### src/rtl/bsg_fsb_node_ls_pkg.sv
`default_nettype none
// +--------------------------------------------------------------------------+
// | bsg_fsb_node_ls_pkg: shared types for the node-domain level-shift endpoint |
// | Revision: 1.0                                                            |
// +--------------------------------------------------------------------------+
package bsg_fsb_node_ls_pkg;

  typedef enum logic [1:0] {
    ISO    = 2'd0,
    WAKE   = 2'd1,
    ACTIVE = 2'd2
  } ls_state_e;

  localparam int unsigned FIFO_DEPTH = 2;

endpackage
`default_nettype wire

### src/rtl/bsg_fsb_ls_two_fifo.sv
`default_nettype none
// +--------------------------------------------------------------------------+
// | bsg_fsb_ls_two_fifo: 2-entry valid/ready-in, valid/yumi-out FIFO, sync clear |
// | Revision: 1.0                                                            |
// +--------------------------------------------------------------------------+
module bsg_fsb_ls_two_fifo
  import bsg_fsb_node_ls_pkg::*;
#(
  parameter int width_p = 80
) (
  input  logic               clk_i,
  input  logic               reset_i,
  input  logic               clear_i,
  input  logic               v_i,
  input  logic [width_p-1:0] data_i,
  output logic               ready_o,
  output logic               v_o,
  output logic [width_p-1:0] data_o,
  input  logic               yumi_i,
  output logic [1:0]         count_o
);

  logic [width_p-1:0] mem_q [FIFO_DEPTH];
  logic               rd_ptr_q, rd_ptr_d;
  logic               wr_ptr_q, wr_ptr_d;
  logic [1:0]         count_q, count_d;
  logic               enq, deq;

  assign ready_o = (count_q != 2'(FIFO_DEPTH));
  assign v_o     = (count_q != 2'd0);
  assign data_o  = mem_q[rd_ptr_q];
  assign count_o = count_q;

  assign enq = v_i & ready_o;
  assign deq = yumi_i & v_o;

  always_comb begin
    rd_ptr_d = rd_ptr_q;
    wr_ptr_d = wr_ptr_q;
    count_d  = count_q;
    if (enq) wr_ptr_d = ~wr_ptr_q;
    if (deq) rd_ptr_d = ~rd_ptr_q;
    case ({enq, deq})
      2'b10:   count_d = count_q + 2'd1;
      2'b01:   count_d = count_q - 2'd1;
      default: count_d = count_q;
    endcase
    // Clear wins over a same-cycle enqueue; that packet is simply lost.
    if (clear_i) begin
      rd_ptr_d = 1'b0;
      wr_ptr_d = 1'b0;
      count_d  = 2'd0;
    end
  end

  always_ff @(posedge clk_i) begin
    if (reset_i) begin
      rd_ptr_q <= 1'b0;
      wr_ptr_q <= 1'b0;
      count_q  <= 2'd0;
    end else begin
      rd_ptr_q <= rd_ptr_d;
      wr_ptr_q <= wr_ptr_d;
      count_q  <= count_d;
    end
  end

  always_ff @(posedge clk_i) begin
    if (enq) mem_q[wr_ptr_q] <= data_i;
  end

endmodule
`default_nettype wire

### src/rtl/bsg_fsb_node_ls_endpoint_node_domain.sv
`default_nettype none
// +--------------------------------------------------------------------------+
// | bsg_fsb_node_ls_endpoint_node_domain: node-side FSB link endpoint with     |
// | isolation wake-up FSM, buffering in both directions and flush counting.   |
// | Revision: 1.0                                                            |
// +--------------------------------------------------------------------------+
module bsg_fsb_node_ls_endpoint_node_domain
  import bsg_fsb_node_ls_pkg::*;
#(
  parameter int width_p          = 80,
  parameter int wake_cycles_p    = 4,
  parameter int drop_cnt_width_p = 8
) (
  input  logic                        clk_i,
  input  logic                        reset_i,
  input  logic                        en_ls_i,
  input  logic                        fsb_v_i,
  input  logic [width_p-1:0]          fsb_data_i,
  output logic                        fsb_ready_o,
  output logic                        fsb_v_o,
  output logic [width_p-1:0]          fsb_data_o,
  input  logic                        fsb_yumi_i,
  output logic                        node_v_o,
  output logic [width_p-1:0]          node_data_o,
  input  logic                        node_yumi_i,
  input  logic                        node_v_i,
  input  logic [width_p-1:0]          node_data_i,
  output logic                        node_ready_o,
  output logic                        live_o,
  output logic [drop_cnt_width_p-1:0] drop_cnt_o
);

  localparam int WAKE_W = (wake_cycles_p > 1) ? $clog2(wake_cycles_p) : 1;
  localparam int SUM_W  = drop_cnt_width_p + 2;

  ls_state_e                   state_q, state_d;
  logic [WAKE_W-1:0]           wake_cnt_q, wake_cnt_d;
  logic [drop_cnt_width_p-1:0] drop_q, drop_d;

  logic       live, gate, flush;
  logic       a_ready, b_ready, b_v;
  logic [1:0] b_count;
  logic [SUM_W-1:0] drop_sum;

  always_comb begin
    state_d    = state_q;
    wake_cnt_d = wake_cnt_q;
    case (state_q)
      ISO: begin
        if (en_ls_i) begin
          state_d    = WAKE;
          wake_cnt_d = WAKE_W'(wake_cycles_p - 1);
        end
      end
      WAKE: begin
        if (!en_ls_i)                state_d = ISO;
        else if (wake_cnt_q == '0)   state_d = ACTIVE;
        else                         wake_cnt_d = wake_cnt_q - 1'b1;
      end
      ACTIVE: begin
        if (!en_ls_i) state_d = ISO;
      end
      default: state_d = ISO;
    endcase
  end

  always_ff @(posedge clk_i) begin
    if (reset_i) begin
      state_q    <= ISO;
      wake_cnt_q <= '0;
      drop_q     <= '0;
    end else begin
      state_q    <= state_d;
      wake_cnt_q <= wake_cnt_d;
      drop_q     <= drop_d;
    end
  end

  assign live  = (state_q == ACTIVE);
  assign gate  = live & en_ls_i;
  // Leaving ACTIVE this cycle: everything queued toward the FSB is discarded.
  assign flush = live & ~en_ls_i;

  bsg_fsb_ls_two_fifo #(.width_p(width_p)) fifo_a (
    .clk_i   (clk_i),
    .reset_i (reset_i),
    .clear_i (1'b0),
    .v_i     (fsb_v_i & gate),
    .data_i  (fsb_data_i),
    .ready_o (a_ready),
    .v_o     (node_v_o),
    .data_o  (node_data_o),
    .yumi_i  (node_yumi_i),
    .count_o ()
  );

  bsg_fsb_ls_two_fifo #(.width_p(width_p)) fifo_b (
    .clk_i   (clk_i),
    .reset_i (reset_i),
    .clear_i (flush),
    .v_i     (node_v_i),
    .data_i  (node_data_i),
    .ready_o (b_ready),
    .v_o     (b_v),
    .data_o  (fsb_data_o),
    .yumi_i  (fsb_yumi_i & gate),
    .count_o (b_count)
  );

  assign fsb_ready_o  = a_ready & live;
  assign fsb_v_o      = b_v & live;
  assign node_ready_o = b_ready & ~reset_i;
  assign live_o       = live;
  assign drop_cnt_o   = drop_q;

  assign drop_sum = SUM_W'(drop_q) + SUM_W'(b_count) + SUM_W'(node_v_i & b_ready);

  always_comb begin
    drop_d = drop_q;
    if (flush) begin
      if (drop_sum > SUM_W'({drop_cnt_width_p{1'b1}})) drop_d = '1;
      else                                             drop_d = drop_sum[drop_cnt_width_p-1:0];
    end
  end

`ifndef SYNTHESIS
  always_ff @(posedge clk_i) begin
    if (!reset_i) assert (!(node_yumi_i && !node_v_o));
  end
`endif

endmodule
`default_nettype wire

### config.mk
export PLATFORM = sky130hd
export DESIGN_NAME = bsg_fsb_node_ls_endpoint_node_domain
export DESIGN_NICKNAME = d
export VERILOG_FILES = /design/src/rtl/bsg_fsb_node_ls_pkg.sv /design/src/rtl/bsg_fsb_ls_two_fifo.sv /design/src/rtl/bsg_fsb_node_ls_endpoint_node_domain.sv
export SDC_FILE = /design/constraint.sdc
export NUM_CORES = 1
export LEC_CHECK = 0
export BUFFER_PORTS_ARGS = -buffer_cell sky130_fd_sc_hd__buf_2
export CAP_MARGIN = 20
export CORE_MARGIN = 2
export CORE_UTILIZATION = 55
export DETAILED_ROUTE_END_ITERATION = 7
export HOLD_SLACK_MARGIN = 0.08
export PLACE_DENSITY = 0.79
export RECOVER_POWER = 25
export SYNTH_ARGS = -nofsm -noshare
export SYNTH_HDL_FRONTEND = slang
export SYNTH_SLANG_ARGS = --single-unit
### constraint.sdc
create_clock -name clk_i -period 7.8 [get_ports clk_i]
set_input_delay 0.78 -clock clk_i [delete_from_list [all_inputs] [get_ports clk_i]]
set_output_delay 0.78 -clock clk_i [all_outputs]
set_load 0.05 [all_outputs]
==> impl_results.md <==
- Status: completed
- CTS tree: yes
- Worst Path Required: 7.02 ns
- Post-Synthesis Cells: 619
- Die width: 155 µm
- RSZ-0062 raised after global routing: no
- Placement Cell Area: 0.0146 mm²
- Seq pwr share: 51.7%
- H-tree levels: 2
- Cts hold-fix bufs: 0
- Sequential element share of the synthesized area: around four fifths
- Vias per std cell: around 5.3
- Clock sinks: roughly 340
- Synth async-reset ratio: 0%
- Synthesis Warnings: 0
- Core region area: approximately 0.023 mm²
- Fin area: roughly 0.016 mm²
- Inserted Clock Buffers: 36
- Routed length per placed instance: 19.4 µm
- GRT Util Overall: 20.0%
- CP endpoint kind: output port
- Critical path arrival: 2.29 ns
- Standby leakage power: around 5.8 nW
- Startpoint types: register
- Final worst-path cycle share: roughly two fifths
- GP Congestion: about 0.81
- CP max FO: 80
- P_sw: about 930 µW
- Headroom to the max-slew limit: 27.2%
- Logic pwr share: under 10%
- Area contributors post-synth: edfxtp_1, mux2_2, dfxtp_1
- Setup-failing EPs final: 0
- Pin count of the biggest net entering global routing: 81
- Clock latency on the worst-skew pair: slightly above 0.5 ns
- Compound-cell area share of the yosys netlist: 0.961%
- Port bufs: 339
- Min-delay src: fsb_data_i[37]
- Starting Density: 55.9%
- Synthesized area: 0.0126 mm²
- Max Freq: 0.326 GHz
- Ratio of cells with drive above 1 in the final layout: a little over half
- Synthesized area per cell: 20.4 µm²
- Critical R2R Launch: fifo_b.count_o[0]
- Clk_skew: about 0.024 ns
- CTS root buffer: clkbuf_16
- Die area: 0.0242 mm²
- Number of global-route vias before repair: 6,971
- Worst Tran Pin Value: 1.09 ns
- Setup bufs post-CTS: 0
- Final hold viol count: 0
- Synth unique cells: 39
- GRT overflow: 0
- DRC: 0
- PwrDens: 260 mW/mm²
- Mux cell area share after synthesis: 14.4%
- Final setup TNS: 0 ns
- Sw Ratio: 22.8%
- Clk buf depth: 3
- Largest family of logic cells by synthesized area: multiplexers
- Dpl hpwl: 16.8 mm
- Die height: 155 µm
- Total power: 4.09 mW
- Simple-Gate Fraction of Synth Area: approximately 2.2%
- Rows: 55
- Total Wirelength: 25.0 mm
- DRT Pass-1 Iters: 4
- Routed via count: 6,785
- Synth Net Count: 792
- Synthesized flop and latch total: 342
- Crit Path Class: reg -> out
- Synth Area in XOR/XNOR: 0.902%
- Top cell type's share of synthesized area: 76.1%
- Tmin final: 3.07 ns
- Tightest Hold Check Type: in -> reg
- IO Count: 340
- EDFF count, synth: 320
- Hold_ws: approximately 0.45 ns
- Max-capacitance violation count: 0
- P_int: roughly 3.2 mW
- Clock Pin Slew Worst Setup and Hold Paths: 0.06 ns
- Final Max Tran Viols: 0
- First-pass GRT wire length: 36.9 mm
- Total Nets Final: roughly 1,200
- Top FF cell, synth: edfxtp_1
- Initial antenna violation count: 3
- Drt initial violations: 276
- Post-CTS sizing: 0
- Antenna Nets Post-Route: 0
- Synth-to-Final Area Change: 24.5%
- Worst vdd ir: approximately 250 µV
- Yosys top cell by area: edfxtp_1
- Clk pwr share: 39.5%
- Post-synthesis adder-cell area fraction: less than 1%
-- registers in the layout, indices dropped and copies added, names as in the netlist, named ones only --
signal	cells
fifo_b.mem_q	160
fifo_a.mem_q	160
fifo_b.wr_ptr_q	1
fifo_b.rd_ptr_q	1
drop_cnt_o	8
state_q	2
fifo_a.wr_ptr_q	1
wake_cnt_q	2
fifo_a.count_o	2
fifo_b.count_o	2
fifo_a.rd_ptr_q	1
-- placed cells by master (no fill, tap or decap), types with 2 or more instances in the layout --
cell type  instances
edfxtp_1         320
buf_2            308
mux2_2           160
clkbuf_16         37
clkbuf_1          36
dfxtp_1           20
clkinv_1          11
nor2_1            10
inv_1             10
a21oi_1            9
nand2_1            7
nor3_1             7
xnor2_1            7
xor2_1             6
o21ai_0            4
ha_1               4
buf_4              4
nor2_4             3
a211oi_1           3
inv_6              3
clkinv_2           3
bufinv_16          3
and2_1             2
nor2b_1            2
o2111ai_1          2
fa_1               2
dfxtp_4            2
-- power groups by stage --
stage | sequential (mW) | combinational (mW) | clock (mW)
floorplan | 2.15 | 0.248 | 0
global placement | 2.15 | 0.358 | 0
detailed placement | 2.16 | 0.365 | 0
CTS | 2.12 | 0.367 | 1.65
global route | 2.12 | 0.382 | 1.72
finish | 2.12 | 0.362 | 1.61
-- through the flow --
stage	setup slack (ns)	std cells	utilization [%]
after global routing	4.64	1290	69.6
after global placement	4.96	1226	64.8
after CTS	4.72	1290	69.8
final	4.73	1291	69.6
after detailed placement	4.93	1226	64.8
after floorplan	2.83	619	-
-- kinds of logic after synthesis --
| logic type | Yosys count |
|---|---|
| AOI/OAI and AO/OA | 20 |
| DFF | 342 |
| and+or+nand+nor | 46 |
| muxes | 161 |
| adders and majority gates | 6 |
| xor gates and xnor gates | 13 |
| buffers and inverters | 31 |
-- synthesized netlist by cell type (4+ instances only) --
cell and number:
dfxtp_1 22, edfxtp_1 320, nand2_1 7, nor2_1 13, buf_2 16, ha_1 4
nor3_1 7, inv_1 10, xnor2_1 7, a21oi_1 9, o21ai_0 4, mux2_2 160
xor2_1 6
-- final cells by class --
type	count	area (µm²)
inverters	10	37.5
flip-flops and latches	342	10100
diodes	1	2.50
repair buffers	343	1690
clock inverters	21	180
fillers	1477	6850
well taps	285	357
multi-input cells	246	2450
clock buffers	43	948
-- critical path, cell delays in order (launching register included) --
cell,delay (ns)
dfxtp_4,1.04
mux2_2,0.45
buf_2,0.22
-- metal layers --
layer / wire length (µm) / vias to the layer above / track usage (%)
met5: 27 / - / 0
met3: 2770 / 55 / 8.66
met4: 746 / 4 / 7.21
met1: 9220 / 3285 / 22.5
met2: 12300 / 300 / 34.1
li1: - / 3141 / -
-- path summary, 6_finish.rpt --
check | to | slack, ns | depth (start not counted)
worst max-delay path | fsb_data_o[28] | 4.73 | 2
worst min-delay path | fifo_a.mem_q[1][37] | 0.45 | 1
worst max register to register | fifo_b.mem_q[0][1] | 5.26 | 4
worst min register to register | wake_cnt_q[0] | 0.47 | 1
(Power assumes the default switching activity.)
